### config.mk
export PLATFORM = sky130hd
export DESIGN_NAME = ps2_key_decoder
export DESIGN_NICKNAME = d
export VERILOG_FILES = /design/src/rtl/ps2_key_decoder.sv
export SDC_FILE = /design/constraint.sdc
export NUM_CORES = 1
export LEC_CHECK = 0
export CORE_UTILIZATION = 45
export CTS_CLUSTER_DIAMETER = 50
export CTS_CLUSTER_SIZE = 12
export DETAILED_ROUTE_END_ITERATION = 12
export PLACE_DENSITY = 0.69
export SLEW_MARGIN = 30
export SYNTH_ARGS = -nofsm -noshare
export SYNTH_HDL_FRONTEND = slang
export SYNTH_SLANG_ARGS = --single-unit
### constraint.sdc
create_clock -name clk -period 2.1 [get_ports clk]
set_input_delay 0.315 -clock clk [delete_from_list [all_inputs] [get_ports clk]]
set_output_delay 0.315 -clock clk [all_outputs]
set_load 0.02 [all_outputs]
### src/rtl/ps2_key_decoder.sv
// PS/2 keyboard receiver with a set-2 scan-code decoder for the space and arrow keys.
// Define PS2_TIMEOUT_EN to enable the mid-frame watchdog that aborts stalled frames.
`timescale 1ns/1ps

module ps2_key_decoder #(
    parameter int unsigned SYNC_STAGES    = 2,
    parameter int unsigned FILTER_LEN     = 8,
    parameter int unsigned TIMEOUT_CYCLES = 40_000
) (
    input  logic       clk,
    input  logic       rst,
    input  logic       ps2_clk,
    input  logic       ps2_data,
    output logic       key_space,
    output logic       key_left,
    output logic       key_right,
    output logic [7:0] scan_code,
    output logic       scan_valid,
    output logic       frame_err
);

    localparam int unsigned FiltW = $clog2(FILTER_LEN + 1);

    localparam logic [7:0] CodeExt   = 8'hE0;
    localparam logic [7:0] CodeBrk   = 8'hF0;
    localparam logic [7:0] CodeSpace = 8'h29;
    localparam logic [7:0] CodeLeft  = 8'h6B;
    localparam logic [7:0] CodeRight = 8'h74;

    typedef enum logic [1:0] {
        StIdle,
        StExt,
        StBrk,
        StExtBrk
    } state_e;

    // ------------------------------------------------------------------
    // Input synchronisers (idle-high bus, so reset to 1)
    // ------------------------------------------------------------------
    logic [SYNC_STAGES-1:0] clk_sync_q;
    logic [SYNC_STAGES-1:0] data_sync_q;
    logic                   clk_s;
    logic                   data_s;

    always_ff @(posedge clk or posedge rst) begin
        if (rst) begin
            clk_sync_q  <= '1;
            data_sync_q <= '1;
        end else begin
            clk_sync_q  <= {clk_sync_q[SYNC_STAGES-2:0], ps2_clk};
            data_sync_q <= {data_sync_q[SYNC_STAGES-2:0], ps2_data};
        end
    end

    assign clk_s  = clk_sync_q[SYNC_STAGES-1];
    assign data_s = data_sync_q[SYNC_STAGES-1];

    // ------------------------------------------------------------------
    // Clock glitch filter
    // ------------------------------------------------------------------
    logic [FiltW-1:0] filt_cnt_q, filt_cnt_d;
    logic             filt_q, filt_d;
    logic             sample_evt;

    always_comb begin
        filt_cnt_d = '0;
        filt_d     = filt_q;
        if (clk_s != filt_q) begin
            if (filt_cnt_q == FiltW'(FILTER_LEN - 1)) begin
                filt_d = clk_s;
            end else begin
                filt_cnt_d = filt_cnt_q + 1'b1;
            end
        end
    end

    always_ff @(posedge clk or posedge rst) begin
        if (rst) begin
            filt_cnt_q <= '0;
            filt_q     <= 1'b1;
        end else begin
            filt_cnt_q <= filt_cnt_d;
            filt_q     <= filt_d;
        end
    end

    assign sample_evt = filt_q & ~filt_d;

    // ------------------------------------------------------------------
    // Frame assembly: shift_q[0] = start, [8:1] = data, [9] = parity
    // ------------------------------------------------------------------
    logic [3:0] bit_cnt_q, bit_cnt_d;
    logic [9:0] shift_q, shift_d;
    logic [7:0] scan_code_q, scan_code_d;
    logic       scan_valid_q, scan_valid_d;
    logic       frame_err_q, frame_err_d;
    logic       frame_ok;

    assign frame_ok = ~shift_q[0] & data_s & (^shift_q[9:1]);

`ifdef PS2_TIMEOUT_EN
    localparam int unsigned WdW = $clog2(TIMEOUT_CYCLES + 1);

    logic [WdW-1:0] wd_q, wd_d;
`else
    logic unused_timeout;
    assign unused_timeout = ^TIMEOUT_CYCLES;
`endif

    always_comb begin
        bit_cnt_d    = bit_cnt_q;
        shift_d      = shift_q;
        scan_code_d  = scan_code_q;
        scan_valid_d = 1'b0;
        frame_err_d  = 1'b0;
`ifdef PS2_TIMEOUT_EN
        wd_d         = '0;
`endif
        if (sample_evt) begin
            if (bit_cnt_q == 4'd10) begin
                bit_cnt_d = 4'd0;
                if (frame_ok) begin
                    scan_code_d  = shift_q[8:1];
                    scan_valid_d = 1'b1;
                end else begin
                    frame_err_d = 1'b1;
                end
            end else begin
                bit_cnt_d = bit_cnt_q + 4'd1;
                shift_d   = {data_s, shift_q[9:1]};
            end
        end
`ifdef PS2_TIMEOUT_EN
        else if (bit_cnt_q != 4'd0) begin
            if (wd_q == WdW'(TIMEOUT_CYCLES - 1)) begin
                bit_cnt_d   = 4'd0;
                frame_err_d = 1'b1;
            end else begin
                wd_d = wd_q + 1'b1;
            end
        end
`endif
    end

    always_ff @(posedge clk or posedge rst) begin
        if (rst) begin
            bit_cnt_q    <= 4'd0;
            shift_q      <= '0;
            scan_code_q  <= 8'h00;
            scan_valid_q <= 1'b0;
            frame_err_q  <= 1'b0;
        end else begin
            bit_cnt_q    <= bit_cnt_d;
            shift_q      <= shift_d;
            scan_code_q  <= scan_code_d;
            scan_valid_q <= scan_valid_d;
            frame_err_q  <= frame_err_d;
        end
    end

`ifdef PS2_TIMEOUT_EN
    always_ff @(posedge clk or posedge rst) begin
        if (rst) begin
            wd_q <= '0;
        end else begin
            wd_q <= wd_d;
        end
    end
`endif

    // ------------------------------------------------------------------
    // Prefix decoder and key state
    // ------------------------------------------------------------------
    state_e state_q, state_d;
    logic   space_q, space_d;
    logic   left_q, left_d;
    logic   right_q, right_d;
    logic   act_valid;
    logic   act_make;
    logic   act_ext;

    always_comb begin
        state_d   = state_q;
        act_valid = 1'b0;
        act_make  = 1'b0;
        act_ext   = 1'b0;
        if (frame_err_q) begin
            state_d = StIdle;
        end else if (scan_valid_q) begin
            unique case (state_q)
                StIdle: begin
                    if (scan_code_q == CodeExt) begin
                        state_d = StExt;
                    end else if (scan_code_q == CodeBrk) begin
                        state_d = StBrk;
                    end else begin
                        act_valid = 1'b1;
                        act_make  = 1'b1;
                    end
                end
                StExt: begin
                    if (scan_code_q == CodeBrk) begin
                        state_d = StExtBrk;
                    end else if (scan_code_q == CodeExt) begin
                        state_d = StExt;
                    end else begin
                        act_valid = 1'b1;
                        act_make  = 1'b1;
                        act_ext   = 1'b1;
                        state_d   = StIdle;
                    end
                end
                StBrk: begin
                    act_valid = 1'b1;
                    state_d   = StIdle;
                end
                StExtBrk: begin
                    act_valid = 1'b1;
                    act_ext   = 1'b1;
                    state_d   = StIdle;
                end
                default: state_d = StIdle;
            endcase
        end
    end

    // Keypad 4/6 share codes with the arrows, so the extended flag must match too.
    always_comb begin
        space_d = space_q;
        left_d  = left_q;
        right_d = right_q;
        if (act_valid) begin
            if (!act_ext && scan_code_q == CodeSpace) begin
                space_d = act_make;
            end
            if (act_ext && scan_code_q == CodeLeft) begin
                left_d = act_make;
            end
            if (act_ext && scan_code_q == CodeRight) begin
                right_d = act_make;
            end
        end
    end

    always_ff @(posedge clk or posedge rst) begin
        if (rst) begin
            state_q <= StIdle;
            space_q <= 1'b0;
            left_q  <= 1'b0;
            right_q <= 1'b0;
        end else begin
            state_q <= state_d;
            space_q <= space_d;
            left_q  <= left_d;
            right_q <= right_d;
        end
    end

    assign key_space  = space_q;
    assign key_left   = left_q;
    assign key_right  = right_q;
    assign scan_code  = scan_code_q;
    assign scan_valid = scan_valid_q;
    assign frame_err  = frame_err_q;

endmodule

==> reports/qor.txt, run 1 <==
total leakage power - 0.000926 µW
Setup crit start kind - flop
Hold Buf Count CTS - 0
worst setup path start - filt_cnt_q[0]
overall routing resource usage - 16.1%
Post-CTS Resized - 0
sequential cell area fraction in the yosys report - 58.0%
fin. max-slew vios - 0
fin crit period - 1.99 ns
io pins - 17
maximum capacitance violations - 0
number of placement rows - 21
via count of the first global-routing pass - 1024
endpoint type of the worst setup path - flop
die boundary height - 62.6 µm
first-pass GRT wire length - 4710 µm
endpoint of the worst-slack reg-to-reg timing path - scan_code[7]
post-synthesis instance area - 1650 µm²
Antenna Violating Nets Remaining - 0
Final Worst Setup Slack - 0.105 ns
worst setup slack before clock tree synthesis - -0.0179 ns
worst r2r path cells - 7
total number of yosys warnings - 0
class of the tightest hold or removal check - input port to asynchronous set/reset pin
number of clock sinks - 38
normalized max-slew margin - 68.7%
Final setup violation count - 0
Critical Path AT - 2.24 ns
floorplan die area - 3910 µm²
result of the run - finished clean
number of synthesized register bits - 38
cells after synthesis - 122
skew final - 0.0163 ns
Mapped Nets - 127
transition time of the tightest slew-check pin - 0.463 ns
number of iterations in the first detailed-routing pass - 4
area growth from synthesis to layout - 21.2%
worst skew pair latency - 0.35 ns
kind of critical path - flop to flop
global route total overflow - 0
starting utilization of the core area - 48.3%
delay of the slowest cell on the worst path - 0.40 ns
mean post-synth cell area - 13.5 µm²
critical-path cell with the highest stage delay - sky130_fd_sc_hd__dfrtp_1
die boundary width - 62.6 µm
total count of hold-check failures in the final report - 0
layout filler cell count - 267
largest net degree at the start of global routing - 39
total via count after detailed routing - 1022
CTS tree - built
register-to-register setup slack - 0.11 ns
final cycle utilization of the critical path - 95.0%
number of remaining DRC errors - 0
total power divided by cell area - 652 nW/µm²
detailed placement HPWL - 1900 µm
share of post-route cells with drive strength above 1 - 31.4%
port bufs - 16
Initial DRC Count - 59
post-layout utilization of the core - 58.5%
net count reported at finish - 157
Wirelength per Cell - 13.6 µm
global placer's final weighted congestion - 0.765
highest clock rate - 0.501 GHz
vias per cell - 5.14
async set or reset register ratio after synthesis - 100%
total CTS buffers - 5
Clock Root Buffer - sky130_fd_sc_hd__clkbuf_4
TNS Setup - 0 ns
number of enable flip-flop cells after synthesis - 0
crit path cell chain - ha_1, nand3b_1, nor3b_2, nand2_1, nor3_4, buf_12, mux2_2
antenna diode count - 0
worst r2r src - filt_cnt_q[0]
post-detailed-routing wire length - 2700 µm
number of distinct library cells after synthesis - 31
Core ar. - 3420 µm²
clock slew at reported path FFs - 0.12 ns
Worst Path Required - 2.34 ns
initial antenna violation count - 0
Max Root-Sink Buffers - 2
IR Drop Worst-Case VDD - 0.431 mV
crit path max fanout - 8
H-tree depth - 2
commonest register cell after synthesis - sky130_fd_sc_hd__dfrtp_1
==> synth_stat cells, types with 2 or more instances <==
cell / number / share of area [%]
sky130_fd_sc_hd__nor3_1: 2 / 0.61
sky130_fd_sc_hd__nand3_1: 6 / 1.8
sky130_fd_sc_hd__and3_1: 2 / 0.76
sky130_fd_sc_hd__inv_1: 2 / 0.46
sky130_fd_sc_hd__nand2_1: 3 / 0.68
sky130_fd_sc_hd__nor4bb_1: 2 / 1.2
sky130_fd_sc_hd__mux2_2: 23 / 16
sky130_fd_sc_hd__dfrtp_1: 33 / 50
sky130_fd_sc_hd__xnor2_1: 7 / 3.7
sky130_fd_sc_hd__dfstp_2: 5 / 8.0
sky130_fd_sc_hd__nand2b_1: 4 / 1.5
sky130_fd_sc_hd__nor4b_1: 2 / 1.1
sky130_fd_sc_hd__nor2b_1: 4 / 1.5
sky130_fd_sc_hd__xor2_1: 2 / 1.1
sky130_fd_sc_hd__o21ai_0: 2 / 0.61
sky130_fd_sc_hd__nor2_1: 5 / 1.1
sky130_fd_sc_hd__a21oi_1: 4 / 1.2
==> cells in the final DEF (no fill, tap or decap), types with 2 or more instances in the layout <==
cell type,synthesis,layout
sky130_fd_sc_hd__and3_1,2,2
sky130_fd_sc_hd__nor2_1,5,5
sky130_fd_sc_hd__o21ai_0,2,2
sky130_fd_sc_hd__clkdlybuf4s50_1,0,16
sky130_fd_sc_hd__nand2b_1,4,4
sky130_fd_sc_hd__xnor2_1,7,7
sky130_fd_sc_hd__dfrtp_1,33,33
sky130_fd_sc_hd__nand3_1,6,6
sky130_fd_sc_hd__nor4b_1,2,2
sky130_fd_sc_hd__buf_4,0,7
sky130_fd_sc_hd__inv_1,2,2
sky130_fd_sc_hd__clkbuf_4,0,5
sky130_fd_sc_hd__nand2_1,3,3
sky130_fd_sc_hd__dfstp_2,5,5
sky130_fd_sc_hd__mux2_2,23,23
sky130_fd_sc_hd__nor4bb_1,2,2
sky130_fd_sc_hd__nor3_1,2,2
sky130_fd_sc_hd__nor2b_1,4,4
sky130_fd_sc_hd__xor2_1,2,2
sky130_fd_sc_hd__a21oi_1,4,4
==> cell families after synthesis <==
kind of cell	synth area share [%]
AOI/OAI and AO/OA	3.34
xor gates and xnor gates	6.14
adders and majority gates	0.758
buffers and inverters	0.758
DFF	58.0
muxes	15.7
and+or+nand+nor	15.3
==> area by class of cell <==
class	instances	area, µm²	share of cell area [%]
Sequential cell	38	957	47.9
Multi-Input combinational cell	81	681	34.0
Timing Repair Buffer	24	233	11.6
Tap cell	46	57.6	2.88
Clock buffer	6	51.3	2.57
Clock inverter	2	12.5	0.626
Inverter	2	7.51	0.375
==> report_power, final <==
group          internal [µW]  leakage (µW)  total, µW  switching, µW
Clock                    161     0.0000343        403            242
Combinational           51.7      0.000381       98.7           47.0
Sequential               776      0.000511        803           26.9
Total                    989      0.000926       1300            316
==> registers in the layout, summed over array words and instances (netlist names), 2 cells and up <==
name / count
bit_cnt_q: 4
clk_sync_q: 2
data_sync_q: 2
filt_cnt_q: 4
scan_code: 8
shift_q: 10
state_q: 2
==> stage by stage <==
step / cells / hold WS, ns / area [µm²] / total power, µW
final: 199 / 0.353 / 2000 / 1300
after CTS: 197 / 0.352 / 1980 / 1320
after global routing: 199 / 0.343 / 2000 / 1370
after floorplan: 122 / 0.319 / 1650 / 889
after global placement: 188 / 0.347 / 1900 / 910
after detailed placement: 188 / 0.348 / 1900 / 917
==> critical path, delay by kind of cell, from the launching register on <==
family | cells | cell delay [ns]
buffers and inverters | 1 | 0.14
muxes | 1 | 0.33
and+or+nand+nor | 4 | 0.79
DFF | 1 | 0.40
adders and majority gates | 1 | 0.22
==> worst max path at each step <==
stage                         to  slack [ns]  cells after the start
floorplan           scan_code[0]        0.13                      6
global placement    scan_code[6]        0.05                      5
detailed placement  scan_code[2]       -0.02                      5
CTS                 scan_code[2]        0.08                      7
global route        scan_code[7]       -0.01                      7
finish              scan_code[7]        0.11                      7
==> metal layers <==
metal / track usage, % / part of all wire [%]
met5: 0 / 0
met1: 18.2 / 44
met4: 6.98 / 1.9
met3: 6.02 / 3.7
met2: 26.9 / 51
==> timing repair <==
item / 4_1_cts / 5_1_grt
gates cloned: 0 / 0
pin swaps: 1 / 2
setup buffers: 1 / 2
setup endpoints to repair: 8 / 8
(Power assumes the default switching activity.)
==> run 2, diff against run 1 <==
Settings changed: GPL_ROUTABILITY_DRIVEN set to 0.
==> results of run 2 <==
No change in the layout: final DEF, timing and power equal those of run 1.
